==> src/rtl/pong_game_ctrl.sv <==
// Pong game sequencer: frame tick decode, serve/play/point/game-over FSM and scoring.
// Optional pause state is built in when PONG_PAUSE_EN is defined.
module pong_game_ctrl #(
    parameter int FRAME_Y      = 524,
    parameter int SERVE_FRAMES = 60,
    parameter int POINT_FRAMES = 30,
    parameter int WIN_SCORE    = 9
) (
    input  logic       clk_25,
    input  logic       rst_n,
    input  logic [9:0] sx,
    input  logic [9:0] sy,
    input  logic       start_btn,
    input  logic       pause_btn,
    input  logic       miss_l,
    input  logic       miss_r,
    output logic       ball_step,
    output logic       ball_center,
    output logic       serve_dir,
    output logic [3:0] score_l,
    output logic [3:0] score_r,
    output logic       game_over,
    output logic       winner,
    output logic [2:0] state_o
);

    typedef enum logic [2:0] {
        IDLE      = 3'd0,
        SERVE     = 3'd1,
        PLAY      = 3'd2,
        POINT     = 3'd3,
        GAME_OVER = 3'd4,
        PAUSE     = 3'd5
    } state_t;

    localparam int MAX_FRAMES = (SERVE_FRAMES > POINT_FRAMES) ? SERVE_FRAMES : POINT_FRAMES;
    localparam int CW = $clog2(MAX_FRAMES + 1);
    localparam logic [CW-1:0] SERVE_LOAD = CW'(SERVE_FRAMES - 1);
    localparam logic [CW-1:0] POINT_LOAD = CW'(POINT_FRAMES - 1);
    localparam logic [3:0]    WIN        = 4'(WIN_SCORE);

    state_t        state;
    logic [CW-1:0] cnt;
    logic          tick;
    logic          start_s1, start_s2, start_d, start_press;

    assign tick    = (sx == 10'd0) && (sy == 10'(FRAME_Y));
    assign state_o = state;

    always_ff @(posedge clk_25 or negedge rst_n) begin
        if (!rst_n) begin
            start_s1 <= 1'b0;
            start_s2 <= 1'b0;
            start_d  <= 1'b0;
        end else begin
            start_s1 <= start_btn;
            start_s2 <= start_s1;
            start_d  <= start_s2;
        end
    end
    assign start_press = start_s2 & ~start_d;

`ifdef PONG_PAUSE_EN
    logic pause_s1, pause_s2, pause_d, pause_press;

    always_ff @(posedge clk_25 or negedge rst_n) begin
        if (!rst_n) begin
            pause_s1 <= 1'b0;
            pause_s2 <= 1'b0;
            pause_d  <= 1'b0;
        end else begin
            pause_s1 <= pause_btn;
            pause_s2 <= pause_s1;
            pause_d  <= pause_s2;
        end
    end
    assign pause_press = pause_s2 & ~pause_d;
`else
    logic unused_pause;
    assign unused_pause = pause_btn;
`endif

    // Scores stop at the winning value rather than wrapping.
    function automatic logic [3:0] sat_inc(input logic [3:0] s);
        return (s >= WIN) ? s : s + 4'd1;
    endfunction

    always_ff @(posedge clk_25 or negedge rst_n) begin
        if (!rst_n) begin
            state       <= IDLE;
            cnt         <= '0;
            score_l     <= 4'd0;
            score_r     <= 4'd0;
            serve_dir   <= 1'b0;
            winner      <= 1'b0;
            ball_step   <= 1'b0;
            ball_center <= 1'b1;
            game_over   <= 1'b0;
        end else begin
            ball_step <= 1'b0;
            case (state)
                IDLE: begin
                    if (start_press) begin
                        state   <= SERVE;
                        score_l <= 4'd0;
                        score_r <= 4'd0;
                        cnt     <= SERVE_LOAD;
                    end
                end
                SERVE: begin
                    if (tick) begin
                        if (cnt == '0) begin
                            state       <= PLAY;
                            ball_center <= 1'b0;
                        end else begin
                            cnt <= cnt - 1'b1;
                        end
                    end
                end
                PLAY: begin
                    // The step for a tick fires even if a miss lands in that same cycle.
                    ball_step <= tick;
                    if (miss_l && miss_r) begin
                        state       <= SERVE;
                        cnt         <= SERVE_LOAD;
                        ball_center <= 1'b1;
                    end else if (miss_r) begin
                        score_l   <= sat_inc(score_l);
                        serve_dir <= 1'b0;
                        state     <= POINT;
                        cnt       <= POINT_LOAD;
                    end else if (miss_l) begin
                        score_r   <= sat_inc(score_r);
                        serve_dir <= 1'b1;
                        state     <= POINT;
                        cnt       <= POINT_LOAD;
`ifdef PONG_PAUSE_EN
                    end else if (pause_press) begin
                        state <= PAUSE;
`endif
                    end
                end
                POINT: begin
                    if (tick) begin
                        if (cnt == '0) begin
                            ball_center <= 1'b1;
                            if (score_l == WIN || score_r == WIN) begin
                                state     <= GAME_OVER;
                                game_over <= 1'b1;
                                winner    <= (score_r == WIN);
                            end else begin
                                state <= SERVE;
                                cnt   <= SERVE_LOAD;
                            end
                        end else begin
                            cnt <= cnt - 1'b1;
                        end
                    end
                end
                GAME_OVER: begin
                    if (start_press) begin
                        state     <= IDLE;
                        game_over <= 1'b0;
                    end
                end
`ifdef PONG_PAUSE_EN
                PAUSE: begin
                    if (pause_press) begin
                        state <= PLAY;
                    end
                end
`endif
                default: begin
                    state       <= IDLE;
                    ball_center <= 1'b1;
                    game_over   <= 1'b0;
                end
            endcase
        end
    end

endmodule
==> config.mk <==
export PLATFORM = sky130hd
export DESIGN_NAME = pong_game_ctrl
export DESIGN_NICKNAME = d
export VERILOG_FILES = /design/src/rtl/pong_game_ctrl.sv
export SDC_FILE = /design/constraint.sdc
export NUM_CORES = 1
export LEC_CHECK = 0
export ABC_AREA = 1
export BUFFER_PORTS_ARGS = -buffer_cell sky130_fd_sc_hd__buf_2
export CAP_MARGIN = 15
export CORE_MARGIN = 3
export CORE_UTILIZATION = 48
export DETAILED_ROUTE_END_ITERATION = 7
export PLACE_DENSITY = 0.83
export SETUP_SLACK_MARGIN = 0.15
export SLEW_MARGIN = 15
export SYNTH_ARGS = -nofsm -noshare
export SYNTH_HDL_FRONTEND = slang
export SYNTH_SLANG_ARGS = --single-unit
==> constraint.sdc <==
create_clock -name clk_25 -period 2.09 [get_ports clk_25]
set_input_delay 0.418 -clock clk_25 [delete_from_list [all_inputs] [get_ports clk_25]]
set_output_delay 0.418 -clock clk_25 [all_outputs]
set_load 0.02 [all_outputs]
==> impl_summary.md <==
Global routing
Entering global routing, the biggest net connects 26 pins. Global routing consumed, on the met3 layer, 2.72% of the routing resources. The via count of the first global-routing pass is 1481.

Across every metal layer, demand over resource in global routing totals 18.1%. In the global route stage, met2 resource usage came out at 32.0%. After global routing the overflow that remains totals 0.

The first global-routing pass estimated 6070 µm of wire. Global routing used 21.3% of the available met1 tracks. met2 is the most crowded layer. The number of antenna violations at the first check in global routing is 0.

Timing
Setup repair after global routing left no endpoint under its margin. Measured against its own limit, the worst slew margin works out to 64.0%. The final-report max-slew violation count is 0. Adding up every negative setup slack in the final design gives 0 ns.

The shortest clock period the worst path allows after layout is 1.74 ns. The final number of hold-violating endpoints came to 0. The period utilization is 83.0%.

The maximum clock frequency is 576 MHz. The final-report setup violation count is 0. The transition time at the pin with the least slew margin is 0.540 ns. Clock skew on the completed layout was measured at 0.00822 ns.

Logic synthesis
The top flip-flop cell by instance count after synthesis is sky130_fd_sc_hd__dfrtp_1. Yosys printed 0 warnings. Sequential cells were found to cover 36.5% of the synthesized design area. The fraction of registers with async set or reset after synthesis is 100%. The synthesized design contains 25 register bits. Counting flops with a built-in enable in the synthesized netlist gives 0. The number of nets in the synthesized netlist is 264. The average instance in the mapped netlist occupies 7.50 µm². The count of unique library cells instantiated by Yosys is 31. The number of cells produced by synthesis is 229. The netlist area before placement is 1720 µm².

Cells and area
The antenna diode instance count is 0. The commonest non-fill, non-tap cell in the layout is sky130_fd_sc_hd__nand2_1. Leaving out filler cells and counting taps, the final layout contains 316. The relative area change from synthesis to final layout is 14.8%. The library cells used most frequently in the layout, excluding fill and tap cells, are sky130_fd_sc_hd__nand2_1, sky130_fd_sc_hd__buf_2, sky130_fd_sc_hd__inv_1. Cells fill 58.1% of the core in the end. The post-layout net count is 306. The layout filler cell count is 320.

The layout cell share with drive strength beyond 1 is 24.1%.

Clocking
TritonCTS built the clock tree. The number of hold buffers added after CTS is 0. The clock root buffer is sky130_fd_sc_hd__clkbuf_4. Clock tree synthesis inserted a total of 3 buffers. Clock-pin slew was measured on the worst setup and hold paths at 0.14 ns. The post-cts gate resize count is 0. The deepest clock path buffer count is 2.

In this run the number of H-tree levels came out at 1. At the later pin of the worst-skew pair, clock insertion delay measures 0.33 ns. The number of sinks driven by the clock tree is 25. The post-CTS setup repair buffer count is 0.

Detailed routing
The count of unresolved DRC violations after routing is 0. The total vias in the final route is 1616. The routed design has 3610 µm of wire. In this run, the number of DRC markers left after iteration 0 of detailed routing was 58.

The average vias per placed instance is 5.11. In this run the remaining antenna-violating nets after routing total 0. The first detailed-routing pass ran for 4 iterations. In the final routed layout, each cell accounts on average for 11.4 µm.

Place
In this run, placement finished with an instance count of 312. The HPWL after detailed placement is 2780 µm. The weighted congestion reported at the end of routability-driven placement is 0.878. The count of buffers inserted at the top-level ports is 40.

Die
The effective utilization at floorplan is 50.6%. In this run the core area contains 21 standard-cell rows. The die outline area is 4330 µm².

The die is 65.8 µm wide. The floorplan die height is 65.8 µm. The number of primary I/O pins is 42.

The core region area is 3390 µm².

Power and ir drop
The power after layout is 0.00161 W. The share of total power dissipated in combinational logic is 42.6%. The switching share of power is 43.6%. For this design the static power due to leakage is 1.04 nW. The internal power of the cells totals 0.000909 W. The portion of total power attributed to the clock network is 14.1%. The maximum resistive drop on vdd is 0.367 mV. Summed over all nets, the switching power comes to 0.000703 W.

Power spread over the standard cell area amounts to 818 nW/µm². The part of the total power dissipated in sequential elements is 43.3%.

Worst setup path
STA puts the critical path data required time at 2.33 ns. The arrival time of data at the critical path endpoint is 1.97 ns. Along the worst path, the maximum fanout reaches 8. The worst setup path is launched from a register. The critical path endpoint category is a register. The class of the most critical setup path is reg2reg.

Hold path
The path class of the tightest hold or removal check is in2async.

Status
The run finished with clean final reports.

Run
The number of max-capacitance violations reported is 0.
## final cells by class
cell class	count	area [µm²]	share of cell area (%)
multi-input cells	167	928	47.1
clock buffers	4	26.3	1.33
repair buffers	41	208	10.5
inverters	33	124	6.29
flip-flops and latches	25	627	31.8
well taps	46	57.6	2.92
## power groups by stage
stage                     clock network [W]  registers, W  logic [W]
final                              0.000227      0.000698   0.000686
after global routing               0.000245      0.000714   0.000804
after CTS                          0.000233      0.000697   0.000692
after detailed placement                  0      0.000705   0.000692
after global placement                    0      0.000701   0.000659
after floorplan                           0      0.000711   0.000521
## synthesized netlist by cell type, drive strengths merged (2+ instances only)
master	instances	area, µm²
nor2	28	135
nand4	13	96.3
buf	4	37.5
ha	9	113
a31oi	2	12.5
dfrtp	24	601
or2	3	18.8
nand2	63	249
inv	33	124
nand3	24	138
o21ai	17	96.4
xor2	2	17.5
## metal layers
metal,vias up,share of wire (%)
li1,824,-
met1,730,44
met2,57,47
met3,5,6.7
met4,0,1.6
met5,-,0
## path summary, 6_finish.rpt
check	slack (ns)	to	start	depth (start not counted)
min in group clk_25	0.19	start_s1$_DFF_PN0_	start_btn	1
worst max register to register	0.35	winner$_DFFE_PN0P_	score_r[1]$_DFFE_PN0P_	9
max in group asynchronous	1.67	ball_center$_DFFE_PN1P_	rst_n	1
worst min register to register	0.37	start_s2$_DFF_PN0_	start_s1$_DFF_PN0_	0
worst max-delay path	0.35	winner$_DFFE_PN0P_	score_r[1]$_DFFE_PN0P_	9
worst min-delay path	0.05	game_over$_DFFE_PN0P_	rst_n	1
## cells by family after synthesis
family	after synthesis	share of synthesized area (%)
and+or+nand+nor	134	39.0
buffers and inverters	37	9.40
adders and majority gates	9	6.56
xor gates and xnor gates	2	1.02
AOI/OAI and AO/OA	22	7.51
DFF	25	36.5
## registers in the layout, indices dropped and copies added (netlist names)
name and flops:
start_s1 1, start_d 1, ball_center 1, serve_dir 1
game_over 1, start_s2 1, cnt 6, score_l 4
state_o 3, score_r 4, ball_step 1, winner 1
## stage by stage
stage	instance area (µm²)	setup slack [ns]	hold slack [ns]
detailed placement	1940	0.367	0.337
finish	1970	0.355	0.0462
floorplan	1720	0.505	0.122
global route	1970	0.186	0.0915
global placement	1940	0.435	0.332
CTS	1970	0.338	0.0754
## critical path, cell delays in order, from the launching register on
cell and delay, ns:
sky130_fd_sc_hd__dfrtp_1 0.45, sky130_fd_sc_hd__inv_1 0.11, sky130_fd_sc_hd__ha_1 0.17, sky130_fd_sc_hd__nand3_1 0.14
sky130_fd_sc_hd__nand2_1 0.18, sky130_fd_sc_hd__nand4_4 0.19, sky130_fd_sc_hd__nor2_2 0.18, sky130_fd_sc_hd__inv_1 0.08
sky130_fd_sc_hd__nand2_1 0.08, sky130_fd_sc_hd__o21ai_2 0.05
Power figures use the tool's default switching activity.
